<file path="config.mk">
export PLATFORM = sky130hd
export DESIGN_NAME = q2_sequencer
export DESIGN_NICKNAME = d
export VERILOG_FILES = /design/src/rtl/q2_sequencer.sv
export SDC_FILE = /design/constraint.sdc
export NUM_CORES = 1
export LEC_CHECK = 0
export ABC_AREA = 1
export CAP_MARGIN = 5
export CORE_MARGIN = 2
export CORE_UTILIZATION = 45
export DETAILED_ROUTE_END_ITERATION = 10
export GPL_TIMING_DRIVEN = 0
export PLACE_DENSITY = 0.79
export RECOVER_POWER = 50
export SYNTH_ARGS = -nofsm -noshare
export SYNTH_HDL_FRONTEND = slang
export SYNTH_SLANG_ARGS = --single-unit
</file>
<file path="constraint.sdc">
create_clock -name clk -period 1.71 [get_ports clk]
set_clock_uncertainty 0.05 [all_clocks]
set_input_delay 0.342 -clock clk [delete_from_list [all_inputs] [get_ports clk]]
set_output_delay 0.342 -clock clk [all_outputs]
set_load 0.005 [all_outputs]
</file>
<file path="src/rtl/q2_sequencer.sv">
// Q2 CPU major-state sequencer: generates s0-s3 and the write strobe ws,
// and gates instruction starts with the front-panel run/step controls.
module q2_sequencer #(
  parameter int ALU_BITS = 8
) (
  input  logic clk,
  input  logic rst_n,
  input  logic run,
  input  logic step,
  input  logic deref,
  input  logic o0,
  input  logic o1,
  input  logic o2,
  output logic s0,
  output logic s1,
  output logic s2,
  output logic s3,
  output logic ws,
  output logic busy,
  output logic instr_done
);

  localparam int CW = $clog2(ALU_BITS);
  localparam logic [CW-1:0] CNT_LAST = CW'(ALU_BITS - 1);
  localparam logic [CW-1:0] CNT_ZERO = CW'(0);
  localparam logic [CW-1:0] CNT_ONE  = CW'(1);

  localparam logic [2:0] ST_FETCH = 3'd0;
  localparam logic [2:0] ST_DEREF = 3'd1;
  localparam logic [2:0] ST_LOAD  = 3'd2;
  localparam logic [2:0] ST_EXEC  = 3'd3;
  localparam logic [2:0] ST_ALU   = 3'd4;

  logic [2:0]    st_r, nxt_st_s;
  logic [CW-1:0] cnt_r, nxt_cnt_s;
  logic          ws_r, nxt_ws_s;
  logic          busy_r, nxt_busy_s;
  logic          done_r, nxt_done_s;
  logic [3:0]    s_r, nxt_s_s;
  logic          step_r, step_q;
  logic          step_rise_s;
  logic          unused_opcode_s;

  // o0/o1 are decoded downstream; the sequencer only branches on o2/deref
  assign unused_opcode_s = o0 ^ o1;

  // Major-state code {s3,s2,s1,s0}; non-final ALU bits show the low counter bits
  function automatic logic [3:0] enc_state(input logic [2:0] st, input logic [CW-1:0] cnt);
    logic [1:0] lo;
    lo = 2'(cnt);
    case (st)
      ST_FETCH: enc_state = 4'b0000;
      ST_DEREF: enc_state = 4'b0001;
      ST_LOAD:  enc_state = 4'b0010;
      ST_EXEC:  enc_state = 4'b0011;
      ST_ALU: begin
        if (cnt == CNT_LAST) begin
          enc_state = 4'b1100;
        end else begin
          enc_state = {2'b01, lo};
        end
      end
      default:  enc_state = 4'b0000;
    endcase
  endfunction

  // Step is resampled once, so motion starts one edge after step is first seen
  assign step_rise_s = step_r & ~step_q;

  // Next-state logic: read phase -> write phase, write phase -> next major state
  always_comb begin
    nxt_st_s   = st_r;
    nxt_cnt_s  = cnt_r;
    nxt_ws_s   = ws_r;
    nxt_busy_s = busy_r;
    if (!ws_r) begin
      // busy=0 in FETCH read phase means parked; only run or a step edge releases it
      if ((st_r == ST_FETCH) && !busy_r) begin
        if (run || step_rise_s) begin
          nxt_ws_s   = 1'b1;
          nxt_busy_s = 1'b1;
        end else begin
          nxt_ws_s   = 1'b0;
        end
      end else begin
        nxt_ws_s = 1'b1;
      end
    end else begin
      nxt_ws_s = 1'b0;
      case (st_r)
        ST_FETCH: begin
          if (deref) begin
            nxt_st_s = ST_DEREF;
          end else if (!o2) begin
            nxt_st_s = ST_LOAD;
          end else begin
            nxt_st_s = ST_EXEC;
          end
        end
        ST_DEREF: begin
          if (!o2) begin
            nxt_st_s = ST_LOAD;
          end else begin
            nxt_st_s = ST_EXEC;
          end
        end
        ST_LOAD: begin
          nxt_st_s  = ST_ALU;
          nxt_cnt_s = CNT_ZERO;
        end
        ST_ALU: begin
          if (cnt_r == CNT_LAST) begin
            nxt_st_s   = ST_FETCH;
            nxt_cnt_s  = CNT_ZERO;
            nxt_busy_s = run;
          end else begin
            nxt_cnt_s  = cnt_r + CNT_ONE;
          end
        end
        ST_EXEC: begin
          nxt_st_s   = ST_FETCH;
          nxt_busy_s = run;
        end
        default: begin
          nxt_st_s   = ST_FETCH;
          nxt_cnt_s  = CNT_ZERO;
          nxt_busy_s = 1'b0;
        end
      endcase
    end
    nxt_s_s    = enc_state(nxt_st_s, nxt_cnt_s);
    nxt_done_s = nxt_ws_s && ((nxt_st_s == ST_EXEC) ||
                              ((nxt_st_s == ST_ALU) && (nxt_cnt_s == CNT_LAST)));
  end

  // State, phase, step history and the registered output copies
  always_ff @(posedge clk or negedge rst_n) begin
    if (!rst_n) begin
      st_r   <= ST_FETCH;
      cnt_r  <= CNT_ZERO;
      ws_r   <= 1'b0;
      busy_r <= 1'b0;
      done_r <= 1'b0;
      s_r    <= 4'b0000;
      step_r <= 1'b0;
      step_q <= 1'b0;
    end else begin
      st_r   <= nxt_st_s;
      cnt_r  <= nxt_cnt_s;
      ws_r   <= nxt_ws_s;
      busy_r <= nxt_busy_s;
      done_r <= nxt_done_s;
      s_r    <= nxt_s_s;
      step_r <= step;
      step_q <= step_r;
    end
  end

  assign s0         = s_r[0];
  assign s1         = s_r[1];
  assign s2         = s_r[2];
  assign s3         = s_r[3];
  assign ws         = ws_r;
  assign busy       = busy_r;
  assign instr_done = done_r;

endmodule

</file>
==> impl_metrics.json, run 1 <==
{
  "finalHoldViolCount": 0,
  "yosys.area_share.simple_pct": 34.11,
  "finalCritPeriodShare_pct": 97.07,
  "ys_ff_latch": 15,
  "synthMuxAreaShare_pct": 0,
  "synth_nets": 99,
  "dr.first_iter.drc_count": 11,
  "cts_tree": "yes",
  "die_w_um": 46.25,
  "start_util_pct": 47.03,
  "place_hpwl_mm": 1.111,
  "clock-root-buffer": "clkbuf_4",
  "period_needed_ns": 1.660,
  "rows": 15,
  "crit-reg2reg-launch": "cnt_r[0]",
  "clock_latency_ns": 0.28,
  "avgRoutedWirePerCell_um": 11.78,
  "core_sq_um": 1708,
  "worst_ep_arrival_time_ns": 1.83,
  "area_delta_synth_final_pct": 29.13,
  "grt_pass1_wl_mm": 2.311,
  "fp.dieH_um": 46.25,
  "grt_max_degree": 16,
  "synth_compound_gate_area_share_pct": 6.854,
  "worstPathRequired_ns": 1.88,
  "synth_top_area_share_pct": 46.73,
  "cp_max_fo": 4,
  "powerDensity_nw_per_um2": 1849,
  "crit_type": "reg2reg",
  "clock_path_buffers": 2,
  "drt_first_pass_iters": 4,
  "seq_area_frac_synth_pct": 46.73,
  "routed_via_density": 4.873,
  "grt_usage_pct": 15.27,
  "num_io_pins": 15,
  "final_util_pct": 60.73,
  "clk_transition_reported_paths_ns": 0.09,
  "htree_num_levels": 1,
  "endpoint_kind": "register",
  "antenna_found_initial": 0,
  "drv_cap": 0,
  "endpoint": "instr_done",
  "rsz0062_at_grt": "true",
  "synth_cells": 89,
  "status": "finished, final reports clean",
  "synth_xor_area_share_pct": 0,
  "r2r_slack_ns": 0.05,
  "stdcell_count": 134,
  "synth_area_sq_um": 803.3,
  "gp_congestion": 0.7966,
  "final_cell_mix": "16 x nand2_1, 15 x dfrtp_1, 10 x inv_1, 10 x clkdlybuf4s50_1, 8 x nand3_1",
  "setup_viol": 0,
  "synth_cell_types": 24,
  "hold_start": "step_r",
  "postRouteAntennaNets": 0,
  "slew_headroom_pct": 55.71,
  "fmax_ghz": 0.6024,
  "drive_above_1_share_pct": 32.11,
  "synth_adder_area_share_pct": 3.115,
  "synth_warnings": 0,
  "whs_ns": 0.3436,
  "synth_top_family_by_area": "simple AND/OR/NAND/NOR gates",
  "synth.area.top_cells": "dfrtp_1 47%, nand2_1 7.5%, nand2_2 6.2%",
  "crit_path_start_kind": "register",
  "portBuffers": 12,
  "p_leak_nw": 0.5170,
  "clock_sinks": 15,
  "die-area_sq_um": 2139,
  "post_synth.cell_area_avg_sq_um": 9.026,
  "crit_path_start": "cnt_r[0]",
  "nNetsFinal": 120,
  "placed_cells_incl_taps": 126,
  "drc_errors": 0,
  "numCtsBuffers": 3,
  "final_common_cell": "nand2_1",
  "grt_overflow": 0,
  "ir_drop_v": 0.001113,
  "r2r_end": "instr_done",
  "rr_worst_depth": 11,
  "vias": 653,
  "diodes": 0,
  "min_path_type": "reg2reg",
  "maxSlewViolCount": 0,
  "tightest_slew_ns": 0.6621,
  "grt_pass1_vias": 573,
  "synth_largest_area_cell": "dfrtp_1",
  "routed_wl_mm": 1.578
}
==> report_power, final <==
| group | internal [W] | total (W) | switching [W] | leakage, nW |
|---|---|---|---|---|
| sequential | 0.000480 | 0.000586 | 0.000106 | 0.189 |
| clock | 0.0000869 | 0.000198 | 0.000111 | 0.0177 |
| combinational | 0.000518 | 0.00113 | 0.000615 | 0.310 |
| total | 0.00109 | 0.00192 | 0.000832 | 0.517 |
==> cell type report <==
type / count / area (sq um)
Clock inverter: 1 / 5.005
Fill cell: 147 / 670.6
Tap cell: 25 / 31.28
Buffer: 2 / 25.02
Multi-Input combinational cell: 59 / 379.1
Inverter: 13 / 48.80
Clock buffer: 3 / 22.52
Sequential cell: 15 / 375.4
Timing Repair Buffer: 16 / 150.1
==> flip-flops by register name, indices dropped and copies added, names as in the netlist <==
signal      flops
ws              1
s_r             4
step_q          1
instr_done      1
step_r          1
busy            1
cnt_r           3
st_r            3
==> synth_stat cells (all sizes together) <==
library cell	count
ha	2
inv	13
nand3	11
nor2	8
a41oi	1
nand4	2
a21o	1
dfrtp	15
or2	1
nor3	1
clkbuf	1
a21oi	2
o21ai	2
nand2	26
o211ai	2
buf	1
==> metal layers <==
layer | GRT usage, % | part of all wire, % | vias to the layer above
li1 | - | - | 328
met1 | 19.70 | 45 | 304
met2 | 24.17 | 50 | 21
met3 | 7.059 | 5.3 | 0
met4 | 1.714 | 0 | 0
met5 | 0 | 0 | -
==> metrics by stage <==
| stage | worst slack (ns) | area, sq um | setup TNS (ns) | total power [W] |
|---|---|---|---|---|
| floorplan | 0.1581 | 803.3 | 0 | 0.001281 |
| global placement | 0.04601 | 954.7 | 0 | 0.001519 |
| detailed placement | 0.03960 | 954.7 | 0 | 0.001548 |
| CTS | 0.005367 | 982.2 | 0 | 0.001755 |
| global route | -0.03110 | 1037 | -0.04587 | 0.002085 |
| finish | 0.05009 | 1037 | 0 | 0.001917 |
==> how the worst min path moves through the flow <==
stage	cells after the start	slack, ns	endpoint
after global routing	0	0.35	step_q
after CTS	0	0.35	step_q
after global placement	0	0.33	step_q
after floorplan	0	-0.004	busy
final	0	0.34	step_q
after detailed placement	0	0.33	step_q
==> repair_timing <==
action | 4_1_cts | 5_1_grt
resized for setup | 0 | 6
setup endpoints to repair | 0 | 4
hold buffers | 0 | 0
setup buffers | 0 | 4
==> logic make-up (layout without fill, tap and decap cells) <==
logic type | after synthesis | count (layout)
adders and majority gates | 2 | 2
buffers and inverters | 15 | 35
DFF | 15 | 15
and+or+nand+nor | 49 | 49
AOI/OAI and AO/OA | 8 | 8
==> critical path: stages (launching register included) <==
cell and delay, ns:
dfrtp_1 0.43, ha_2 0.22, ha_4 0.16, nor2_1 0.10, nand3_1 0.09, nand2_1 0.07, nand2_1 0.06, nand2_2 0.09
nand2_4 0.06, nor2_4 0.09, nand2_2 0.06, a21oi_2 0.11
(Power assumes the default switching activity.)
==> inputs of run 2 (changes only) <==
--- a/config.mk
+++ b/config.mk
@@ -9,8 +9,10 @@
 export CAP_MARGIN = 5
 export CORE_MARGIN = 2
 export CORE_UTILIZATION = 45
+export CTS_CLUSTER_DIAMETER = 100
 export DETAILED_ROUTE_END_ITERATION = 10
 export GPL_TIMING_DRIVEN = 0
+export HOLD_SLACK_MARGIN = 0.06
 export PLACE_DENSITY = 0.79
 export RECOVER_POWER = 50
 export SYNTH_ARGS = -nofsm -noshare
==> results of run 2 <==
No change in the layout: final DEF, timing and power equal those of run 1.
